--- src/rtl/jt7759_pack_pkg.sv ---
// Shared command-format constants and FSM state type for the jt7759 stream packer.
package jt7759_pack_pkg;
    localparam logic [1:0] CMD_SIL  = 2'd0;
    localparam logic [1:0] CMD_PLAY = 2'd1;
    localparam logic [1:0] CMD_LONG = 2'd2;
    localparam logic [1:0] CMD_REP  = 2'd3;  // playback understands it; the packer never emits it
    localparam int         BLK_NIBS = 256;
    localparam logic [7:0] END_MARK = 8'h00;

    typedef enum logic [3:0] {
        ST_IDLE, ST_DUMMY, ST_COLLECT, ST_HDR, ST_CNT,
        ST_DATA, ST_SIL, ST_END, ST_DONE
    } state_t;

    function automatic logic [5:0] sil_units(input logic [5:0] len);
        return (len == 6'd0) ? 6'd1 : len;
    endfunction
endpackage

--- src/rtl/jt7759_pack_buf.sv ---
// 128-byte segment buffer: write pointer doubles as the nibble-pair count.
module jt7759_pack_buf (
    input  logic       clk,
    input  logic       rst,
    input  logic       clr,
    input  logic       we,
    input  logic [7:0] wdata,
    input  logic       rd_adv,
    output logic [7:0] rdata,
    output logic [7:0] cnt,
    output logic       rd_last
);
    logic [7:0] mem [0:127];
    logic [6:0] rd_ptr;

    always_ff @(posedge clk)
        if (we) mem[cnt[6:0]] <= wdata;

    always_ff @(posedge clk) begin
        if (rst || clr) begin
            cnt    <= 8'd0;
            rd_ptr <= 7'd0;
        end else begin
            if (we)     cnt    <= cnt + 8'd1;
            if (rd_adv) rd_ptr <= rd_ptr + 7'd1;
        end
    end

    assign rdata   = mem[rd_ptr];
    assign rd_last = ({1'b0, rd_ptr} == (cnt - 8'd1));
endmodule

--- src/rtl/jt7759_pack.sv ---
// jt7759 sample-ROM writer: packs ADPCM nibbles and silences into the playback byte format.
module jt7759_pack
    import jt7759_pack_pkg::*;
(
    input  logic        clk,
    input  logic        rst,
    input  logic        start,
    input  logic [15:0] base,
    input  logic [5:0]  divby,
    input  logic [3:0]  nib_din,
    input  logic        nib_valid,
    input  logic        nib_last,
    output logic        nib_ready,
    input  logic        sil_valid,
    input  logic [5:0]  sil_len,
    output logic        sil_ready,
    input  logic        finish,
    output logic        busy,
    output logic        done,
    output logic        ovf,
    output logic        mem_we,
    output logic [16:0] mem_addr,
    output logic [7:0]  mem_din,
    input  logic        mem_ok,
    output logic [16:0] end_addr
);
    state_t     state;
    logic [3:0] hi_r;
    logic       half;
    logic [5:0] div_r, sil_r;
    logic       buf_we, buf_clr, buf_rd, buf_last;
    logic [7:0] buf_wdata, buf_rdata, buf_cnt;
    logic [8:0] nib_cnt;
    logic       nib_acc, sil_acc, flush, wr_ack, blk_full;

    assign nib_cnt   = {buf_cnt, 1'b0} + {8'd0, half};
    assign nib_ready = (state == ST_COLLECT) && (nib_cnt < 9'(BLK_NIBS));
    assign sil_ready = (state == ST_COLLECT) && (nib_cnt == 9'd0) && !nib_valid;
    assign nib_acc   = nib_valid & nib_ready;
    assign sil_acc   = sil_valid & sil_ready;
    // finish on an odd count pushes the pending high nibble with a zero low nibble
    assign flush     = (state == ST_COLLECT) && !nib_valid && finish && half;
    assign blk_full  = (buf_cnt == 8'(BLK_NIBS / 2));
    assign mem_we    = state inside {ST_DUMMY, ST_HDR, ST_CNT, ST_DATA, ST_SIL, ST_END};
    assign wr_ack    = mem_we & mem_ok;

    assign buf_we    = (nib_acc & (half | nib_last)) | flush;
    assign buf_wdata = (nib_acc &  half) ? {hi_r, nib_din} :
                        nib_acc          ? {nib_din, 4'h0} : {hi_r, 4'h0};
    assign buf_clr   = ((state == ST_IDLE) && start) || ((state == ST_DATA) && mem_ok && buf_last);
    assign buf_rd    = (state == ST_DATA) && mem_ok;

    always_comb begin
        mem_din = END_MARK;
        case (state)
            ST_HDR:  mem_din = {blk_full ? CMD_PLAY : CMD_LONG, div_r};
            ST_CNT:  mem_din = {buf_cnt[6:0], 1'b0} - 8'd1;
            ST_DATA: mem_din = buf_rdata;
            ST_SIL:  mem_din = {CMD_SIL, sil_r};
            default: mem_din = END_MARK;
        endcase
    end

    jt7759_pack_buf u_buf (
        .clk    (clk),
        .rst    (rst),
        .clr    (buf_clr),
        .we     (buf_we),
        .wdata  (buf_wdata),
        .rd_adv (buf_rd),
        .rdata  (buf_rdata),
        .cnt    (buf_cnt),
        .rd_last(buf_last)
    );

    always_ff @(posedge clk) begin
        if (rst) begin
            state    <= ST_IDLE;
            mem_addr <= 17'd0;
            end_addr <= 17'd0;
            ovf      <= 1'b0;
            busy     <= 1'b0;
            done     <= 1'b0;
            hi_r     <= 4'd0;
            half     <= 1'b0;
            div_r    <= 6'd0;
            sil_r    <= 6'd0;
        end else begin
            done <= 1'b0;
            if (wr_ack) begin
                mem_addr <= mem_addr + 17'd1;
                if (&mem_addr) ovf <= 1'b1;
            end
            case (state)
                ST_IDLE: if (start) begin
                    state    <= ST_DUMMY;
                    mem_addr <= {base, 1'b0};
                    ovf      <= 1'b0;
                    busy     <= 1'b1;
                    half     <= 1'b0;
                end
                ST_DUMMY: if (mem_ok) state <= ST_COLLECT;
                ST_COLLECT: begin
                    if (nib_acc) begin
                        if (nib_cnt == 9'd0) div_r <= divby;
                        hi_r <= nib_din;
                        half <= ~half & ~nib_last;
                        if (nib_last || (half && buf_cnt == 8'(BLK_NIBS / 2 - 1))) state <= ST_HDR;
                    end else if (sil_acc) begin
                        sil_r <= sil_units(sil_len);
                        state <= ST_SIL;
                    end else if (finish) begin
                        half  <= 1'b0;
                        state <= (nib_cnt == 9'd0) ? ST_END : ST_HDR;
                    end
                end
                ST_HDR:  if (mem_ok) state <= blk_full ? ST_DATA : ST_CNT;
                ST_CNT:  if (mem_ok) state <= ST_DATA;
                ST_DATA: if (mem_ok && buf_last) state <= ST_COLLECT;
                ST_SIL:  if (mem_ok) state <= ST_COLLECT;
                ST_END: if (mem_ok) begin
                    end_addr <= mem_addr;
                    done     <= 1'b1;
                    busy     <= 1'b0;
                    state    <= ST_DONE;
                end
                ST_DONE: state <= ST_IDLE;
                default: state <= ST_IDLE;
            endcase
        end
    end
endmodule

--- config.mk ---
export PLATFORM = sky130hd
export DESIGN_NAME = jt7759_pack
export DESIGN_NICKNAME = d
export VERILOG_FILES = /design/src/rtl/jt7759_pack_pkg.sv /design/src/rtl/jt7759_pack_buf.sv /design/src/rtl/jt7759_pack.sv
export SDC_FILE = /design/constraint.sdc
export NUM_CORES = 1
export LEC_CHECK = 0
export ABC_AREA = 1
export BUFFER_PORTS_ARGS = -buffer_cell sky130_fd_sc_hd__buf_2
export CORE_AREA = 4 4 237 355
export DETAILED_ROUTE_END_ITERATION = 12
export DIE_AREA = 0 0 241 359
export PLACE_DENSITY_LB_ADDON = 0.3
export RECOVER_POWER = 100
export SLEW_MARGIN = 20
export SYNTH_ARGS = -nofsm -noshare
export SYNTH_HDL_FRONTEND = slang
export SYNTH_SLANG_ARGS = --single-unit
--- constraint.sdc ---
create_clock -name clk -period 6.8 [get_ports clk]
set_input_delay 0.34 -clock clk [delete_from_list [all_inputs] [get_ports clk]]
set_output_delay 0.34 -clock clk [all_outputs]
set_load 0.03 [all_outputs]
== After elaboration in Yosys (flattened, before gate mapping) ==
Memories as Yosys holds them, arrays and structs flattened. A register that Yosys moved wholly into a read port is not among the register bits.
Cells that the tools add are included.

* RAM bits: 1024
* Output and inout port bits: 48
* Memories kept: 1
* Register bits after elaboration: 73
* Word-level logic and storage cells: 121
* Bits of input ports: 40

{| class="wikitable"
|+ Memories
! memory !! depth !! width !! rd ports !! clocked after memory_dff !! write ports !! RTL line !! RTL
|-
| u_buf.mem || 128 || 8 || 1 || 1 || 1 || jt7759_pack_buf.sv:13 || <nowiki>logic [7:0] mem [0:127];</nowiki>
|}

* Bitwise logic cells: 12
* Multiplexer cells: 38
* Add/subtract/negate cells: 6
* Equal/unequal tests: 20
* Reductions and logical operators: 31
* Order comparisons: 1

{| class="wikitable"
|+ Operator list
! cell !! count
|-
| 2-to-1 mux 17 bit || 3
|-
| 2-to-1 mux 4 bit || 10
|-
| case mux 8 bit (4 select lines) || 1
|-
| case mux 4 bit (7 select lines) || 1
|-
| adder 17 x 1 -> 17 bit (second input constant) || 1
|-
| AND reduction 17 bit || 1
|-
| equality test 4 x 3 -> 1 bit (second input constant) || 4
|-
| 2-to-1 mux 8 bit || 2
|-
| subtractor 8 x 1 -> 8 bit (second input constant) || 2
|-
| 2-to-1 mux 1 bit || 14
|-
| 2-to-1 mux 7 bit || 2
|-
| logical AND 1 bit || 11
|-
| adder 9 x 1 -> 9 bit || 1
|-
| logical NOT 9 bit || 1
|-
| less-than comparator 9 bit (second input constant) || 1
|-
| AND reduction 3 bit || 3
|-
| adder 8 x 1 -> 8 bit (second input constant) || 1
|-
| equality test 4 x 2 -> 1 bit (second input constant) || 2
|-
| equality test 7 x 8 -> 1 bit || 1
|-
| equality test 8 x 7 -> 1 bit (second input constant) || 1
|-
| equality test 8 bit (second input constant) || 1
|-
| inequality test 2 bit (second input constant) || 4
|-
| AND reduction 8 bit || 1
|-
| adder 7 x 1 -> 7 bit (second input constant) || 1
|-
| other kinds (21) || 38
|}

== Depth between registers and ports, before layout ==
Gate-level depths: netlist of the first run.

* Depth after elaboration: 8
* Gate-level depth with buffers: 16
* Mapped depth without buffers: 15

== By module ==
Synthesis of the first run repeated with hierarchy kept, for this count alone.

* Cells, all modules: 4195
* Area, all modules: 46300.7 µm²

{| class="wikitable"
|+ Modules (own cells, without submodules)
! module !! cells an instance !! times used !! area an instance (µm²) !! sequential area each (µm²)
|-
| jt7759_pack_buf || 3688 || 1 || 43080.1 || 31189.9
|-
| jt7759_pack || 507 || 1 || 3220.6 || 1161.1
|}

== Worst setup path after synthesis of the first run ==
No wires, ideal clock.

* Path kind: reg2reg
* From: register state[3]
* To: memory u_buf.mem[0][4] (data pin)
* Slack: -583 ps
* Data required time: 5602 ps
* Data arrival time: 6185 ps
* Cell stages (with the launch flop): 8
* Buffers on the path: 0
* Cells stage by stage: dfxtp_1 nor2_4 nand2_4 nor2_4 nand2_4 nor2_1 inv_1 o21ai_0

* Cells in the longest elaborated chain, start to end: 5
* Elaborated cells on any way between the ends: 6

{| class="wikitable"
|+ RTL lines
! item !! RTL line !! RTL
|-
| start, declared || jt7759_pack.sv:27 || <nowiki>state_t state;</nowiki>
|-
| start signal, assigned || jt7759_pack.sv:114 || <nowiki>state <= (nib_cnt == 9'd0) ? ST_END : ST_HDR;</nowiki>
|-
| start signal, assigned || jt7759_pack.sv:117 || <nowiki>ST_HDR: if (mem_ok) state <= blk_full ? ST_DATA : ST_CNT;</nowiki>
|-
| equality test 4 x 2 -> 1 bit (*) || jt7759_pack.sv:37 || <nowiki>assign nib_ready = (state == ST_COLLECT) && (nib_cnt < 9'(BLK_NIBS));</nowiki>
|-
| logical AND 1 bit (*) || jt7759_pack.sv:37 ||
|-
| named net nib_ready || jt7759_pack.sv:13 || <nowiki>output logic nib_ready,</nowiki>
|-
| AND 1 bit (*) || jt7759_pack.sv:39 || <nowiki>assign nib_acc = nib_valid & nib_ready;</nowiki>
|-
| 2-to-1 mux 8 bit / AND 1 bit (equally long branches) || jt7759_pack.sv:49, jt7759_pack.sv:48 ||
|-
| 2-to-1 mux 8 bit (*) || jt7759_pack.sv:48 || <nowiki>assign buf_wdata = (nib_acc & half) ? {hi_r, nib_din} :</nowiki>
|-
| named net buf_wdata[4] || jt7759_pack.sv:32 || <nowiki>logic [7:0] buf_wdata, buf_rdata, buf_cnt;</nowiki>
|-
| end, declared || jt7759_pack_buf.sv:13 ||
|}

Mark *: on every way through the listed nets, which the timed path passes. The rest lies on a longest branch.

== Worst setup path after layout of the first run ==
* From: register state[3]
* To: memory u_buf.mem[45][0] (data pin)

* Cells in the longest elaborated chain, start to end: 5

{| class="wikitable"
|+ RTL lines
! item !! RTL line
|-
| equality test 4 x 2 -> 1 bit || jt7759_pack.sv:37
|-
| logical AND 1 bit || jt7759_pack.sv:37
|-
| AND 1 bit || jt7759_pack.sv:39
|-
| AND 1 bit || jt7759_pack.sv:48
|-
| 2-to-1 mux 8 bit || jt7759_pack.sv:48
|-
| named net buf_wdata[0] || jt7759_pack.sv:32
|}

The timed path passes the listed nets, and every way through them passes these cells.

==> results of run 1 <==
[sequential cells by signal, indices dropped and copies added (netlist names), named ones only]
| signal | count |
|---|---|
| busy | 1 |
| div_r | 6 |
| done | 1 |
| end_addr | 17 |
| half | 1 |
| hi_r | 4 |
| mem_addr | 17 |
| ovf | 1 |
| sil_r | 6 |
| state | 4 |
| u_buf.cnt | 8 |
| u_buf.mem | 1024 |
| u_buf.rd_ptr | 7 |
[cells by family after synthesis]
group | after synthesis | synth area share, %
simple gates | 2574 | 24.47
flops | 1104 | 70.64
buf+inv | 332 | 3.251
compound gates | 94 | 1.232
xor+xnor | 13 | 0.2486
fa+ha+maj | 6 | 0.1639
[cells in the mapped netlist (6+ instances only)]
| cell type | n | area [µm²] |
|---|---|---|
| xor2_1 | 10 | 87.58 |
| dfxtp_1 | 80 | 1602 |
| buf_1 | 25 | 93.84 |
| nor2_2 | 6 | 37.54 |
| nand2_1 | 1327 | 4981 |
| edfxtp_1 | 1024 | 30750 |
| a221oi_1 | 6 | 52.55 |
| nor2_1 | 196 | 735.7 |
| nand3_1 | 989 | 4950 |
| ha_1 | 6 | 75.07 |
| buf_2 | 139 | 695.7 |
| a21oi_2 | 9 | 78.83 |
| nor3_1 | 10 | 50.05 |
| inv_1 | 69 | 259.0 |
| nand4_1 | 10 | 62.56 |
| clkbuf_1 | 78 | 292.8 |
| inv_2 | 8 | 30.03 |
| nor2_4 | 6 | 67.56 |
| a21oi_1 | 36 | 180.2 |
| o21ai_0 | 25 | 125.1 |
[routing by layer]
layer / track usage, % / vias to the layer above
li1: - / 14410
met1: 34.60 / 15130
met2: 44.57 / 1542
met3: 3.959 / 285
met4: 12.45 / 2
met5: 0 / -
[layout make-up]
cell class | instances | area [µm²] | share of cell area (%)
Sequential cell | 1104 | 32360 | 64.69
Multi-Input combinational cell | 2687 | 11880 | 23.74
Clock buffer | 128 | 2604 | 5.205
Tap cell | 1040 | 1301 | 2.601
Timing Repair Buffer | 164 | 1066 | 2.131
Clock inverter | 48 | 486.7 | 0.9729
Inverter | 82 | 327.8 | 0.6553
[timing repair]
action	4_1_cts	5_1_grt
hold endpoints to repair	32	0
setup buffers	0	0
hold buffers	33	0
[through the flow]
stage | power (mW) | hold slack, ns | setup WS [ns]
after global routing | 14.70 | 0.04564 | 1.238
after detailed placement | 9.001 | 0.4559 | 3.059
after floorplan | 8.644 | 0.4442 | -0.5826
after global placement | 8.984 | 0.4496 | 3.088
after CTS | 14.31 | 0.0001951 | 2.318
final | 14.26 | 0.03936 | 1.822
[worst paths after layout]
check	start	end	slack, ns	cells after the start
max reg2reg	state[3]	u_buf.mem[45][0]	1.82	8
min	base[10]	mem_addr[11]	0.04	5
min reg2reg	end_addr[10]	end_addr[10]	0.47	2
max	state[3]	u_buf.mem[45][0]	1.82	8
[where the power goes]
| part | internal [mW] | switching, mW |
|---|---|---|
| clock | 2.95 | 2.45 |
| sequential | 7.59 | 0.101 |
| combinational | 0.278 | 0.899 |
[tightest hold or removal path, cell delays in order]
cell and delay, ns:
buf_2 0.10, nand2_1 0.05, nand2_1 0.05, o21ai_0 0.07, inv_1 0.06
==> summary.md, run 1 <==
| Metric | Value |
|---|---|
| Status | `finished with violations` |
| Failing checks | `max-capacitance violations, max-slew violations` |
| Worst setup SP type | `flop` |
| Vias in the first global route | `between 30k and 40k` |
| Post-detail-place hpwl | `roughly 68000 µm` |
| Critical path's slowest cell | `nor2_1` |
| Cell mode on critical path | `nor2_1` |
| Non-Filler Instances | `between 5k and 6k` |
| GPL Wtd Cong | `about 0.94` |
| Clock Latency Late Sink | `0.68 ns` |
| Post-DRT Antenna Nets | `0` |
| Minimum clock period | `4.978 ns` |
| Grt total ovfl | `0` |
| Post-Syn Nets | `between 4k and 5k` |
| Initial DRC Count | `3702` |
| Cts repair resizes | `0` |
| CP peak stage delay | `between 1.5 and 2 ns` |
| Critical path fanouts, max | `slightly above 90` |
| Design area | `roughly 50000 µm²` |
| CTS max path bufs | `3` |
| Mean Syn Cell Area | `11.11 µm²` |
| Most used DFF post-synth | `edfxtp_1` |
| Post-synth cell types | `slightly below 50` |
| Area of the core | `approximately 81000 µm²` |
| Fillers | `~6.3k` |
| Seq/Total Area, Yosys | `a little over two thirds` |
| Mapped Cells | `a little over 4k` |
| Share of cells above drive strength 1 | `under 10%` |
| CP delay by family, top | `simple AND/OR/NAND/NOR gates` |
| Asr flop ratio synth | `0%` |
| DRC viols | `0` |
| PwrDens | `between 200 and 300 nW/µm²` |
| Final Setup Violations | `0` |
| Initial antenna violation count | `1` |
| Leak pwr | `~17 nW` |
| Die H | `359 µm` |
| Yosys reg bits | `approximately 1.1k` |
| Initial cell density of the core | `roughly 57%` |
| Leading cell types in the layout, fill and taps excluded | `nand2_1 (1331), edfxtp_1 (1024), nand3_1 (992)` |
| Routed WL | `roughly 120000 µm` |
| DR WL met3 | `9107 µm` |
| CP Cell Sequence | `nor2_1, nand2_4, nor2_1, nand2_1, clkinvlp_2, nand2_1, nor2_1, buf_4` |
| P&R area growth vs syn | `9.231%` |
| Worst min-delay path category | `primary input to flop` |
| Clock Skew | `0.03269 ns` |
| Most common cell after layout, fill and taps aside | `nand2_1` |
| Largest net degree at the start of global routing | `between 200 and 250` |
| Slew headroom | `-77.64%` |
| Crit Path Class | `flop to flop` |
| CP Data Required Time | `7.11 ns` |
| RSZ-0062 raised after global routing | `no` |
| Number of max-cap violations | `13` |
| H-tree depth | `3` |
| Crit path buffers/inverters | `2` |
| YS warnings | `0` |
| Die X | `~240 µm` |
| Fin nets | `between 4k and 5k` |
| DIE AREA | `86520 µm²` |
| CP Data Arrival Time | `about 5.3 ns` |
| Placed cell count | `5044` |
| Fmax | `roughly 0.20 GHz` |
| Met1 WL | `approximately 44000 µm` |
| Via count | `between 30k and 40k` |
| # IOs | `88` |
| N_diodes | `0` |
| Area after DPL | `46880 µm²` |
| Total track usage | `between 20% and 30%` |
| Final Cycle Share | `about three quarters` |
| Core Util, Final | `about three fifths` |
| Uppermost layer routed | `met5` |
| Sum of negative setup slack | `0 ns` |
| DR vias/cell | `approximately 6` |
| Met2 wire len | `about 59000 µm` |
| CTS tree | `done` |
| Element type at the critical path end | `flop` |
| Port-buffer cells | `87` |
| Clk sinks | `approximately 1.1k` |
| Hold Fails Final Rpt | `0` |
| Clock Root Buffer | `clkbuf_16` |
| Initial DRT Pass Iterations | `6` |
| Rows | `roughly 130` |
| Worst slew pin tran | `2.655 ns` |
| CTS buffer count | `95` |
| Cell Area, Synth | `between 40000 and 50000 µm²` |
| Final number of max-transition violations | `529` |
| First-pass GRT wire length | `178800 µm` |
| Max VDD drop | `248.9 µV` |
| Post-synth EDFFs | `1024` |
| Clock transition at the registers of the reported paths | `around 0.070 ns` |
| Post-DR wirelength/cell | `about 22 µm` |
Power figures use the tool's default switching activity.
==> inputs of run 2 (changes only) <==
clock period = 4.1 ns   (was 6.8 ns; I/O delays follow)
==> run 2 against run 1 <==
Compared with the run above: the run still ends with max-capacitance violations, max-slew violations left; wire length up 0.32%; clock power up 66%; sequential share of layout area down 0.76 points; sequential cell count unchanged; critical path type is now flop to output port.
==> summary.md, run 2 (same netlist as run 1, synthesis figures left out) <==
| Metric | Value |
|---|---|
| Leading cell types in the layout, fill and taps excluded | `nand2_1 (1330), edfxtp_1 (1024), nand3_1 (992)` |
| Post-detail-place hpwl | `roughly 70000 µm` |
| Number of max-cap violations | `7` |
| Crit Path Class | `flop to output port` |
| Placement Setup Slack | `0.5739 ns` |
| Max VDD drop | `~440 µV` |
| Share of cells above drive strength 1 | `approximately 6.7%` |
| Initial DRC Count | `between 3k and 4k` |
| Minimum clock period | `roughly 4 ns` |
| Fmax | `0.2557 GHz` |
| Slew headroom | `-34.38%` |
| Fillers | `6169` |
| Element type at the critical path end | `output port` |
| Hold path start | `rst` |
| Initial cell density of the core | `around 57%` |
| Final Setup Violations | `0` |
| DRC viols | `0` |
| Critical path fanouts, max | `slightly above 70` |
| First-pass GRT wire length | `~180000 µm` |
| DIE AREA | `between 80000 and 90000 µm²` |
| Final number of max-transition violations | `~450` |
| Port-buffer cells | `87` |
| Initial DRT Pass Iterations | `6` |
| Rows | `between 100 and 150` |
| CTS tree | `done` |
| Clk sinks | `about 1.1k` |
| Area after DPL | `between 40000 and 50000 µm²` |
| Worst min-delay path category | `primary input to flop` |
| Worst r2r src | `state[1]` |
| Design area | `50620 µm²` |
| Most common cell after layout, fill and taps aside | `nand2_1` |
| Total track usage | `26.96%` |
| Hold Fails Final Rpt | `0` |
| PwrDens | `468.7 nW/µm²` |
| Leak pwr | `17.74 nW` |
| RSZ-0062 raised after global routing | `no` |
| Die H | `359 µm` |
| Routed WL | `about 120000 µm` |
| Worst setup SP type | `flop` |
| Vias in the first global route | `30.80k` |
| Die X | `~240 µm` |
| H-tree depth | `3` |
| CTS buffer count | `95` |
| Initial antenna violation count | `2` |
| Post-DRT Antenna Nets | `0` |
| CP Data Required Time | `slightly below 4 ns` |
| Largest net degree at the start of global routing | `140` |
| # IOs | `just under 90` |
| Grt total ovfl | `0` |
| Final Cycle Share | `~95%` |
| GPL Wtd Cong | `0.9422` |
| Clock Latency Late Sink | `between 0.6 and 0.7 ns` |
| Worst slew pin tran | `a little over 2 ns` |
| Failing checks | `max-capacitance violations, max-slew violations` |
| CP Data Arrival Time | `about 3.7 ns` |
| Clock Skew | `~0.023 ns` |
| Via count | `between 30k and 40k` |
| Status | `finished with violations` |
| Post-DR wirelength/cell | `between 20 and 25 µm` |
| N_diodes | `0` |
| Max reg flops | `1024` |
| CTS max path bufs | `3` |
| DR vias/cell | `slightly below 6` |
| Fin nets | `~4.2k` |
| Area of the core | `between 80000 and 90000 µm²` |
| Core Util, Final | `a little over three fifths` |
| Clock transition at the registers of the reported paths | `about 0.060 ns` |
| Setup bufs post-CTS | `0` |
| P&R area growth vs syn | `10.52%` |
| Sum of negative setup slack | `0 ns` |
| Clock Root Buffer | `clkbuf_16` |
| Final setup margin | `0.1897 ns` |
[run 2: cell types whose count changed in the layout (fill, tap and decap cells not counted), moves of 3 or more]
cell and change:
clkinv_2 +5, buf_12 +17, clkinv_8 +4, a21oi_2 -3, clkbuf_4 +4, buf_2 -4, clkbuf_2 +8, dlygate4sd3_1 +12
o21ai_2 +3, clkbuf_1 +14, a21oi_1 +3
[run 2: routing by layer]
metal / part of all wire [%] / global-route usage [%]
met5: 0.020 / 0
met3: 7.6 / 3.445
met2: 51 / 46.68
met4: 4.8 / 12.06
met1: 37 / 33.98
[run 2: stage by stage]
stage / power, mW / hold WS, ns / instances
global placement: 14.99 / 0.4311 / 5094
global route: 24.46 / 0.06139 / 5310
floorplan: 14.30 / 0.3399 / 4123
detailed placement: 15.03 / 0.4331 / 5094
CTS: 23.83 / 0.004938 / 5310
finish: 23.73 / 0.03196 / 5310
[run 2: repair_timing]
item / in CTS / in global routing
hold buffers: 45 / 0
resized for setup: 0 / 0
endpoints found under the hold margin: 33 / 0
[run 2: worst paths after layout]
path                      endpoint  slack (ns)  cells past startpoint
hold / removal            state[3]        0.03                      2
setup reg to reg  u_buf.mem[11][2]        0.31                     10
hold reg to reg        end_addr[7]        0.47                      2
setup / recovery        mem_din[7]        0.19                     13
[run 2: final cells by class]
| cell class | count | area [µm²] | share of cell area (%) |
|---|---|---|---|
| Timing Repair Buffer | 226 | 1667 | 3.292 |
| Clock inverter | 56 | 538.0 | 1.063 |
| Clock buffer | 115 | 2556 | 5.050 |
| Tap cell | 1040 | 1301 | 2.571 |
| Sequential cell | 1104 | 32360 | 63.93 |
| Multi-Input combinational cell | 2687 | 11860 | 23.43 |
| Inverter | 82 | 332.8 | 0.6575 |
[run 2: where the power goes]
part	leakage (nW)	total (mW)	switching, mW	internal (mW)
registers	9.02	12.7	0.163	12.6
logic	7.20	2.04	1.54	0.500
clock network	1.52	8.94	3.98	4.96
total	17.7	23.7	5.69	18.0
[run 2: worst max-delay path, cell delays in order (launching register included)]
cell	delay [ns]
dfxtp_4	0.47
inv_8	0.42
buf_12	0.35
nand2_1	0.09
nand3_1	0.08
nand3_1	0.13
nand3_1	0.14
nand2_1	0.12
nand2_1	0.08
nand3_1	0.18
nand3_1	0.20
nand3_1	0.18
nand2_1	0.16
clkbuf_1	0.33
